--- config.mk ---
export PLATFORM = sky130hd
export DESIGN_NAME = multi_sprite_controller
export DESIGN_NICKNAME = d
export VERILOG_FILES = /design/src/rtl/multi_sprite_controller.sv
export SDC_FILE = /design/constraint.sdc
export NUM_CORES = 1
export LEC_CHECK = 0
export BUFFER_PORTS_ARGS = -buffer_cell sky130_fd_sc_hd__buf_4
export CORE_MARGIN = 1
export CORE_UTILIZATION = 26
export CTS_BUF_LIST = sky130_fd_sc_hd__clkbuf_4 sky130_fd_sc_hd__clkbuf_8
export DETAILED_ROUTE_END_ITERATION = 10
export SYNTH_ARGS = -nofsm -noshare
export SYNTH_HDL_FRONTEND = slang
export SYNTH_SLANG_ARGS = --single-unit
--- constraint.sdc ---
create_clock -name clk -period 8.2 [get_ports clk]
set_input_delay 0.41 -clock clk [delete_from_list [all_inputs] [get_ports clk]]
set_output_delay 0.41 -clock clk [all_outputs]
set_load 0.01 [all_outputs]
--- src/rtl/multi_sprite_controller.sv ---
`default_nettype none
// ============================================================================
//  Module   : multi_sprite_controller
//  Purpose  : Tracks NSPR movable sprites, resolves lowest-index hit per pixel,
//             and flags sprite overlap once per frame.
//  Revision : 1.0
// ============================================================================
module multi_sprite_controller #(
    parameter int N       = 10,
    parameter int NSPR    = 4,
    parameter int WIDTH   = 16,
    parameter int HEIGHT  = 16,
    parameter int MOV_INC = 4,
    parameter int HLIM    = 640,
    parameter int VLIM    = 480,
    parameter int WRAP    = 0,
    parameter int IDW     = 2
) (
    input  logic              clk,
    input  logic              reset,
    input  logic [N-1:0]      row,
    input  logic [N-1:0]      col,
    input  logic              frame_tick,
    input  logic [3*NSPR-1:0] motion,
    output logic              disp,
    output logic [IDW-1:0]    sprite_id,
    output logic [N-1:0]      sprite_row,
    output logic [N-1:0]      sprite_col,
    output logic              collision
);

    localparam logic signed [N+1:0] c_RMAX     = (N+2)'(VLIM - HEIGHT);
    localparam logic signed [N+1:0] c_CMAX     = (N+2)'(HLIM - WIDTH);
    localparam logic signed [N+1:0] c_INC      = (N+2)'(MOV_INC);
    localparam logic [N:0]          c_HEIGHT_X = (N+1)'(HEIGHT);
    localparam logic [N:0]          c_WIDTH_X  = (N+1)'(WIDTH);
    localparam logic [N-1:0]        c_ROW_MASK = N'(HEIGHT - 1);
    localparam logic [N-1:0]        c_COL_MASK = N'(WIDTH - 1);

    // Signed N+2 arithmetic keeps an underflow negative instead of huge.
    function automatic logic [N-1:0] f_step(
        input logic [N-1:0]        pos,
        input logic signed [N+1:0] delta,
        input logic signed [N+1:0] lim
    );
        logic signed [N+1:0] sum;
        sum = $signed({2'b00, pos}) + delta;
        if (sum < 0)
            f_step = (WRAP != 0) ? lim[N-1:0] : '0;
        else if (sum > lim)
            f_step = (WRAP != 0) ? '0 : lim[N-1:0];
        else
            f_step = sum[N-1:0];
    endfunction

    logic [N-1:0]    r_row_q [NSPR];
    logic [N-1:0]    r_col_q [NSPR];
    logic [N-1:0]    w_row_d [NSPR];
    logic [N-1:0]    w_col_d [NSPR];

    logic [NSPR-1:0] w_hit;
    logic [N-1:0]    w_off_row [NSPR];
    logic [N-1:0]    w_off_col [NSPR];
    logic            w_multi;

    logic            r_disp_q, w_disp_d;
    logic [IDW-1:0]  r_id_q, w_id_d;
    logic [N-1:0]    r_srow_q, w_srow_d;
    logic [N-1:0]    r_scol_q, w_scol_d;
    logic            r_coll_q, w_coll_d;

    always_comb begin
        for (int i = 0; i < NSPR; i++) begin
            w_row_d[i] = r_row_q[i];
            w_col_d[i] = r_col_q[i];
            if (frame_tick) begin
                case (motion[3*i +: 3])
                    3'b001:  w_row_d[i] = f_step(r_row_q[i], -c_INC, c_RMAX);
                    3'b010:  w_col_d[i] = f_step(r_col_q[i],  c_INC, c_CMAX);
                    3'b011:  w_row_d[i] = f_step(r_row_q[i],  c_INC, c_RMAX);
                    3'b100:  w_col_d[i] = f_step(r_col_q[i], -c_INC, c_CMAX);
                    default: ;
                endcase
            end
        end
    end

    always_ff @(posedge clk) begin
        for (int i = 0; i < NSPR; i++) begin
            if (reset) begin
                r_row_q[i] <= '0;
                r_col_q[i] <= N'(i * 2 * WIDTH);
            end else begin
                r_row_q[i] <= w_row_d[i];
                r_col_q[i] <= w_col_d[i];
            end
        end
    end

    // Compares widened by one bit so start+size cannot wrap.
    always_comb begin
        for (int i = 0; i < NSPR; i++) begin
            w_hit[i] = ({1'b0, row} >= {1'b0, r_row_q[i]}) &&
                       ({1'b0, row} <  ({1'b0, r_row_q[i]} + c_HEIGHT_X)) &&
                       ({1'b0, col} >= {1'b0, r_col_q[i]}) &&
                       ({1'b0, col} <  ({1'b0, r_col_q[i]} + c_WIDTH_X));
            w_off_row[i] = (row - r_row_q[i]) & c_ROW_MASK;
            w_off_col[i] = (col - r_col_q[i]) & c_COL_MASK;
        end
    end

    // Descending scan so the lowest index is assigned last and wins.
    always_comb begin
        w_disp_d = 1'b0;
        w_id_d   = '0;
        w_srow_d = '0;
        w_scol_d = '0;
        for (int i = NSPR - 1; i >= 0; i--) begin
            if (w_hit[i]) begin
                w_disp_d = 1'b1;
                w_id_d   = IDW'(i);
                w_srow_d = w_off_row[i];
                w_scol_d = w_off_col[i];
            end
        end
    end

    assign w_multi = |(w_hit & (w_hit - NSPR'(1)));

    always_comb begin
        w_coll_d = r_coll_q;
        if (frame_tick)
            w_coll_d = 1'b0;
        if (w_multi)
            w_coll_d = 1'b1;
    end

    always_ff @(posedge clk) begin
        if (reset) begin
            r_disp_q <= 1'b0;
            r_id_q   <= '0;
            r_srow_q <= '0;
            r_scol_q <= '0;
            r_coll_q <= 1'b0;
        end else begin
            r_disp_q <= w_disp_d;
            r_id_q   <= w_id_d;
            r_srow_q <= w_srow_d;
            r_scol_q <= w_scol_d;
            r_coll_q <= w_coll_d;
        end
    end

    assign disp       = r_disp_q;
    assign sprite_id  = r_id_q;
    assign sprite_row = r_srow_q;
    assign sprite_col = r_scol_q;
    assign collision  = r_coll_q;

endmodule
`default_nettype wire

==> metrics.cfg, run 1 <==
[sta]
worst_slew_pin_slew_ps = 1020
rsz0062_at_grt = no
setup_viol = 0
max_freq_mhz = 262
finalSetupTns_ps = 0
hold_viol = 0
min_period_ps = 3820
fin_crit_sh_pct = 46.6
slew_headroom_pct = 31.5
slew_violations = 0
skew_ps = 18.1

[clock_tree]
clock_latency_ps = 400
h-tree-depth = 3
cts_tree = yes
cts_buffers = 9
cts_setup_buffers = 0
cts.clk_slew.worst_paths_ps = 100
cts_buffer_depth = 2
postCtsResizedCells = 0
hold_buffers = 0
cts-root-buf = clkbuf_8
clock-sinks = 76

[setup_path]
required_ps = 8510
crit_path_end_kind = flop
path_common_cell = ha_1
ff2ff_setup_slack_ps = 4380
crit_path_max_fanout = 10
cp.arrival_ps = 4130
r2r_cells = 12
slowest_delay_ps = 760
path_class = flop to flop
start_kind = flop
cp_cell_sequence = ha_1 -> nand3_1 -> xnor2_1 -> ha_1 -> nand4_1 -> a221oi_1 -> o41ai_1 -> nand4b_1 -> or2_1 -> or4_1 -> o311a_1 -> a211oi_2
cp_slowest_cell = o41ai_1

[pwr]
p_leak_nw = 4.21
ir_worst_vdd_v = 0.0000672
power_mw = 1.17
switching_power_mw = 0.449
power_density_nw_per_um2 = 104
pwr-share-comb_pct = 34.6
p_seq_share_pct = 35.7
swShare_pct = 38.4
p_clk_share_pct = 29.7
p_int_mw = 0.721

[synth]
ys_warn_count = 0
yosysTopAreaCell = ha_1
ys_seq_area_share_pct = 14.7
synth_top_area_share_pct = 19.0
synthTopCellsByArea = ha_1, dfxtp_1, xnor2_1, a21oi_1, nand2_1
synth_area_um2 = 10400
syn_avg_cell_area_um2 = 7.36
yosys_register_bits = 76
yosysMostFrequentCell = ha_1
ys_types = 91
synth_edf_count = 0
netlist_instances = 1408
synth_common_cells = ha_1, nand2_1, a21oi_1, nor2_1, o21ai_0
ys_async_sr_fraction_pct = 0
synthFlopType = dfxtp_1

[global_route]
grt_use_total_pct = 15.6
overflow = 0
grt_pass1_wl_um = 52000
first_global_vias = 9980
grt_antenna_before_repair = 0
grt_start_max_net_pins = 38

[floorplanning]
core_um2 = 39000
die_h_um = 202
die_x_um = 202
fp-row-count = 72
initial_core_util_pct = 26.6
io_pins = 59
dieArea_um2 = 40700

[route]
drt_iter0_markers = 740
routed_wirelength_um = 31700
via_count = 10600
dr.pass1.iters = 5
drc = 0
drt-vias-per-instance = 5.48
wl_per_cell_um = 16.4
ant_nets = 0

[final_layout]
syn_to_final_growth_pct = 8.92
drive_gt1_share_pct = 6.44
layout.nets = 1601
fin_util_pct = 28.9
num_antenna_cells = 0

[placed_design]
gp_congestion = 0.903
numPortBuffers = 46
hpwl_um = 24300

[status]
status = complete, no violations

[min_path]
hold_class = primary input to flop
whs_path_depth = 2

[job]
maxCapViolCount = 0

==> layout by cell type (no fill, tap or decap), types with 45 or more instances in the layout <==
cell     count
a21oi_1     99
dfxtp_1     76
ha_1       157
inv_1       86
nor2_1      96
nand2_1    126
xnor2_1     64
o21ai_0     92
buf_4       49
nand3_1     59
nor3_1      45
==> cells by family (layout without fill, tap and decap cells) <==
kind of cell	Yosys count	count (layout)	synth area share [%]
and+or+nand+nor	491	491	24.2
other	2	17	0.0725
DFF	76	76	14.7
adders and majority gates	159	159	19.2
buffers and inverters	166	156	6.77
muxes	9	9	0.882
xor gates and xnor gates	75	75	6.34
AOI/OAI and AO/OA	430	430	27.9
==> stage by stage <==
stage          hold slack [ps]  cell area, um2  cells  worst slack (ps)
2_1_floorplan              490           10400   1423              5220
3_3_place_gp               511           11100   1916              4520
3_5_place_dp               528           11100   1916              4480
4_1_cts                    237           11300   1931              4430
5_1_grt                    242           11300   1931              4210
6_report                   266           11300   1931              4380
==> final cells by class <==
class                   count  area [um2]
well taps                 518         648
inverters                  92         345
flip-flops and latches     76        1520
clock inverters             5        77.6
multi-input cells        1181        8190
clock buffers              10         131
fillers                  4222       27700
repair buffers             49         368
==> critical path: cells and delay by family (launching register included) <==
kind	cells	cell delay (ps)
compound gates	4	1170
xor+xnor	1	150
fa+ha+maj	2	590
simple gates	5	1290
flops	1	520
==> flip-flops by register name (all words and copies together) (netlist names) <==
signal / cells
r_col_q: 32
collision: 1
disp: 1
sprite_id: 2
sprite_col: 4
r_row_q: 32
sprite_row: 4
==> power groups by stage <==
stage	Sequential [mW]	Clock (mW)	Combinational, mW
finish	0.417	0.347	0.405
CTS	0.416	0.361	0.401
floorplan	0.405	0	0.303
global route	0.421	0.375	0.456
global placement	0.425	0	0.391
detailed placement	0.425	0	0.399
==> worst paths after layout <==
| check | to | start |
|---|---|---|
| hold / removal | sprite_row[0] | row[0] |
| hold reg to reg | collision | collision |
| setup / recovery | sprite_row[2] | r_row_q[2][4] |
| setup reg to reg | sprite_row[2] | r_row_q[2][4] |
==> per-layer routing <==
| metal | routed length (um) | GRT usage, % | vias up |
|---|---|---|---|
| li1 | - | - | 5206 |
| met1 | 15100 | 22.0 | 4979 |
| met2 | 13700 | 24.1 | 361 |
| met3 | 2280 | 2.96 | 45 |
| met4 | 579 | 4.38 | 0 |
| met5 | 0 | 0 | - |
No activity file was read; power rests on OpenSTA's default activity.
==> inputs of run 2 (changes only) <==
ABC_AREA = 1   (was unset)
clock period = 3.3 ns   (was 8.2 ns; I/O delays follow)
==> run 2 against run 1 <==
Clock-buffer cell count grew 1. Clock power grew 100%. Sequential power grew to 2.5 times the previous value. First-iteration DRC count shrank 2.6%. Combinational power grew to 3.1 times the previous value. Setup slack lost 3800 ps. Die area shrank 0.36%. Total power grew to 2.6 times the previous value. Final area grew 0.47%. Non-clock buffer count is the same. Maximum frequency grew 39%. Synthesized cell count grew 14%. Critical path type unchanged.
==> metrics.cfg, run 2 <==
[status]
status = complete, no violations

[route]
via_count = 10400
drt-vias-per-instance = 4.78
wl_per_cell_um = 13.6
routed_wirelength_um = 29400
ant_nets = 0
dr.pass1.iters = 5
drt_iter0_markers = 721
drc = 0

[sta]
hold_viol = 0
skew_ps = 6.48
min_period_ps = 2740
setup_viol = 0
finalSetupTns_ps = 0
fin_crit_sh_pct = 83.2
slew_violations = 0
rsz0062_at_grt = no
slew_headroom_pct = 12.9
worst_slew_pin_slew_ps = 1300
max_freq_mhz = 364

[setup_path]
endpoint = sprite_col[3]
required_ps = 3610
startpoint = r_row_q[3][4]
cp.arrival_ps = 3060
path_class = flop to flop
r2r_cells = 17
start_kind = flop
crit_path_max_fanout = 8
rr_endpoint = sprite_col[3]
r2r_start = r_row_q[3][4]
ff2ff_setup_slack_ps = 560
crit_path_end_kind = flop

[pwr]
ir_worst_vdd_v = 0.000139
power_density_nw_per_um2 = 267
power_mw = 3.02
p_leak_nw = 5.49

[final_layout]
fill_cells = 4292
layout_commonest_cell = nand2_1
layout.nets = 1837
syn_to_final_growth_pct = 9.83
fin_util_pct = 29.1
top_regs = r_col_q (32), r_row_q (32)
num_antenna_cells = 0
drive_gt1_share_pct = 7.28
layout.cells.most_common_list = nand2_1, inv_1, nor2_1, ha_1, a21oi_1

[global_route]
overflow = 0
grt_start_max_net_pins = 33
grt_pass1_wl_um = 48700
grt_antenna_before_repair = 0
grt_use_total_pct = 14.6
first_global_vias = 9912

[synth]
synth_area_um2 = 10300
ys_types = 41
yosysTopAreaCell = ha_1
synth_edf_count = 0
ys_async_sr_fraction_pct = 0
yosys_register_bits = 76
netlist_instances = 1610
yosysMostFrequentCell = nand2_1
synth_common_cells = nand2_1, inv_1, nor2_1, ha_1, a21oi_1
synth_top_area_share_pct = 19.0
syn_avg_cell_area_um2 = 6.41
ys_warn_count = 0
synthTopCellsByArea = ha_1, dfxtp_1, nand2_1, xor2_1, inv_1
ys_seq_area_share_pct = 14.7
synthFlopType = dfxtp_1

[placed_design]
hpwl_um = 23500
numPortBuffers = 46
gp_congestion = 0.885

[floorplanning]
dieArea_um2 = 40500
core_um2 = 38900
die_x_um = 201
io_pins = 59
initial_core_util_pct = 26.5
die_h_um = 201
fp-row-count = 72

[clock_tree]
cts_setup_buffers = 0
cts_tree = yes
hold_buffers = 0
cts.clk_slew.worst_paths_ps = 90
cts_buffer_depth = 2
cts_buffers = 9
clock_latency_ps = 380
h-tree-depth = 3
postCtsResizedCells = 0
clock-sinks = 76
cts-root-buf = clkbuf_8

[min_path]
hold_class = primary input to flop

[job]
maxCapViolCount = 0

## run 2: cell count changes after synthesis, moves of 27 or more
cell,previous run,this run
a211oi_1,32,0
xor2_1,11,106
nor2_1,96,160
xnor2_1,64,19
clkbuf_1,44,13
inv_1,86,223
nand3_1,59,104
or3_1,27,0
nand2_1,126,305
## run 2: report_power, final
group / switching (mW) / internal (mW) / leakage (nW) / total [mW]
clock network: 0.402 / 0.298 / 0.0886 / 0.699
logic: 0.801 / 0.471 / 4.79 / 1.27
registers: 0.0854 / 0.966 / 0.620 / 1.05
total: 1.29 / 1.74 / 5.49 / 3.02
## run 2: through the flow
step / cell area, um2 / setup WS [ps] / instances / hold WS, ps
6_report: 11300 / 555 / 2167 / 67.2
5_1_grt: 11300 / 253 / 2167 / 61.2
4_1_cts: 11300 / 586 / 2167 / 46.5
3_5_place_dp: 11200 / 626 / 2152 / 452
3_3_place_gp: 11200 / 711 / 2152 / 448
2_1_floorplan: 10400 / 980 / 1625 / 277
## run 2: area by class of cell
class	count	area [um2]	area share, %
multi-input combinational	1264	7710	68.0
sequential	76	1520	13.4
inverter	245	920	8.11
tap	518	648	5.72
timing repair buffer	49	368	3.24
clock buffer	11	145	1.28
clock inverter	4	26.3	0.232
## run 2: cells by family (layout without fill, tap and decap cells)
logic type               Yosys count  in the layout  share of synthesized area (%)
multiplexers                       4              4                          0.388
XOR/XNOR                         125            125                           10.6
adder cells (fa/ha/maj)          157            157                           19.0
other                              2             17                         0.0727
buffers and inverters            285            309                           11.1
AO/OA/AOI/OAI                    273            273                           14.4
AND/OR/NAND/NOR                  688            688                           29.6
flip-flops                        76             76                           14.7
## run 2: worst min-delay path by stage
| stage | startpoint | to | slack [ps] | cells past startpoint |
|---|---|---|---|---|
| 2_1_floorplan | col[0] | sprite_col[0] | 280 | 2 |
| 3_3_place_gp | col[0] | sprite_col[0] | 450 | 3 |
| 3_5_place_dp | row[0] | sprite_row[0] | 450 | 3 |
| 4_1_cts | col[0] | sprite_col[0] | 50 | 3 |
| 5_1_grt | col[0] | sprite_col[0] | 60 | 3 |
| 6_report | col[0] | sprite_col[0] | 70 | 3 |
## run 2: worst max-delay path, cell delays in order, from the launching register on
cell and delay [ps]:
dfxtp_1 490, ha_1 290, nand2_1 80, nor2_1 190, xor2_1 180, ha_1 260, a21oi_1 130, nand3b_1 110
nand2_1 60, inv_1 50, nand2_1 40, nor2_1 80, nand3_1 190, nor2_4 200, nand3_1 80, nand2_1 80
nand2_1 60, a21oi_2 120
## run 2: routing by layer
metal,global-route usage [%],routed length [um],vias to the layer above
li1,-,-,5323
met3,2.04,1180,19
met4,3.30,398,0
met2,24.6,13600,219
met1,19.6,14200,4801
met5,0,0,-
==> inputs of run 3 (changes only) <==
clock period = 2.6 ns   (was 3.3 ns; I/O delays follow)
==> run 3 against run 2 <==
Sequential power grew 25%. Maximum frequency grew 12%. Final cell count grew 2.0%. First-iteration DRC count shrank 5.1%. Clock power grew 46%. Via count grew 1.5%. Setup slack lost 420 ps. Global-route usage grew 0.40 points. Clock skew grew 4.3 ps.
==> metrics.cfg, run 3 (synthesis gave the netlist of run 2 again) <==
[setup_path]
path_class = flop to flop
cp_cell_sequence = buf_4 -> inv_1 -> ha_1 -> inv_1 -> ha_1 -> nand2_1 -> inv_1 -> nand2_1 -> nand2_1 -> nand3_1 -> nand2_1 -> nor2_2 -> nand3_4 -> nor2_4 -> nand3_2 -> nand2_2 -> nand2_2 -> a21oi_2
cp.arrival_ps = 2780
required_ps = 2920
path_common_cell = nand2_1
cp_slowest_cell = dfxtp_2
crit_path_max_fanout = 6
r2r_start = r_row_q[3][5]
startpoint = r_row_q[3][5]
start_kind = flop
slowest_delay_ps = 360
crit_path_end_kind = flop

[global_route]
grt_use_total_pct = 15.0
grt_antenna_before_repair = 0
first_global_vias = 10100
grt_start_max_net_pins = 37
grt_pass1_wl_um = 49700
overflow = 0

[clock_tree]
cts_tree = yes
cts-root-buf = clkbuf_8
cts_buffer_depth = 2
cts.clk_slew.worst_paths_ps = 90
clock_latency_ps = 380
h-tree-depth = 3
cts_buffers = 9
hold_buffers = 0
clock-sinks = 76

[status]
status = complete, no violations

[sta]
fin_crit_sh_pct = 94.7
slew_headroom_pct = 48.8
skew_ps = 10.8
min_period_ps = 2460
slew_violations = 0
hold_viol = 0
layout_setup_ws_ps = 139
setup_viol = 0
max_freq_mhz = 406
finalSetupTns_ps = 0
worst_slew_pin_slew_ps = 764

[route]
drt_iter0_markers = 684
ant_nets = 0
via_count = 10500
routed_wirelength_um = 30600
dr.pass1.iters = 5
wl_per_cell_um = 13.9
drt-vias-per-instance = 4.76
drc = 0

[pwr]
pwr-share-comb_pct = 42.5
switching_power_mw = 1.67
ir_worst_vdd_v = 0.000210
power_mw = 4.05
swShare_pct = 41.2
p_int_mw = 2.38
p_seq_share_pct = 32.3
p_leak_nw = 5.77
p_clk_share_pct = 25.2
power_density_nw_per_um2 = 342

[final_layout]
seq_area_um2 = 1550
top_regs = r_col_q (32), r_row_q (32)
layout_commonest_cell = nand2_1
layout.nets = 1879
fill_cells = 4283
fin_cells = 2210
drive_gt1_share_pct = 12.1
syn_to_final_growth_pct = 14.9
multiInputGateArea_um2 = 7840
layout.cells.most_common_list = nand2_1, inv_1, nor2_1, ha_1, a21oi_1
fin_area_um2 = 11900
num_antenna_cells = 0

[placed_design]
numPortBuffers = 46
hpwl_um = 24200
dpl-instance-area_um2 = 11500
dp_cells = 2191
dp_slack_ps = 6.85
gp_congestion = 0.888

[floorplanning]
core_um2 = 38900
die_x_um = 201
die_h_um = 201
fp-row-count = 72
dieArea_um2 = 40500
io_pins = 59
initial_core_util_pct = 26.5

[min_path]
min-delay-start = col[0]
hold_class = primary input to flop

[job]
maxCapViolCount = 0

run 3: area by class of cell:
cell class | count | share of cell area [%]
repair buffers | 91 | 5.87
clock buffers | 12 | 1.34
well taps | 518 | 5.46
clock inverters | 4 | 0.401
flip-flops and latches | 76 | 13.1
inverters | 245 | 7.75
multi-input cells | 1264 | 66.1
run 3: path summary, 6_finish.rpt:
| kind | cells after the start | endpoint | slack, ps |
|---|---|---|---|
| worst min register to register | 2 | r_row_q[0][9] | 470 |
| worst max register to register | 18 | sprite_col[3] | 140 |
| worst max-delay path | 18 | sprite_col[3] | 140 |
| worst min-delay path | 3 | sprite_col[0] | 30 |
run 3: timing repair:
item,in CTS,in global routing
gates resized for setup,1,51
buffers inserted,0,3
setup endpoints to repair,1,12
pin swaps,0,13
run 3: worst max-delay path: cells and delay by family, from the launching register on:
kind,cells,cell delay [ps]
AND/OR/NAND/NOR,11,1050
adder cells (fa/ha/maj),2,540
flip-flops,1,360
buffers and inverters,4,320
AO/OA/AOI/OAI,1,120
run 3: power by group through the flow:
stage                     clock [mW]  combinational (mW)  sequential (mW)
after floorplan                    0                1.22             1.31
after global placement             0                1.63             1.33
after detailed placement           0                1.67             1.33
after CTS                       1.06                1.68             1.31
after global routing            1.10                1.96             1.32
final                           1.02                1.72             1.31
run 3: stage by stage:
| stage | util [%] | hold slack, ps |
|---|---|---|
| CTS | 30.0 | 8.10 |
| detailed placement | 29.5 | 424 |
| global route | 30.5 | 38.6 |
| finish | 30.5 | 33.3 |
| floorplan | - | 242 |
| global placement | 29.5 | 414 |
run 3: routing by layer:
layer | global-route usage (%) | part of all wire [%] | vias to the layer above
li1 | - | - | 5409
met1 | 19.8 | 48 | 4833
met2 | 24.8 | 45 | 223
met3 | 2.45 | 3.8 | 50
met4 | 4.79 | 2.6 | 0
met5 | 0 | 0 | -
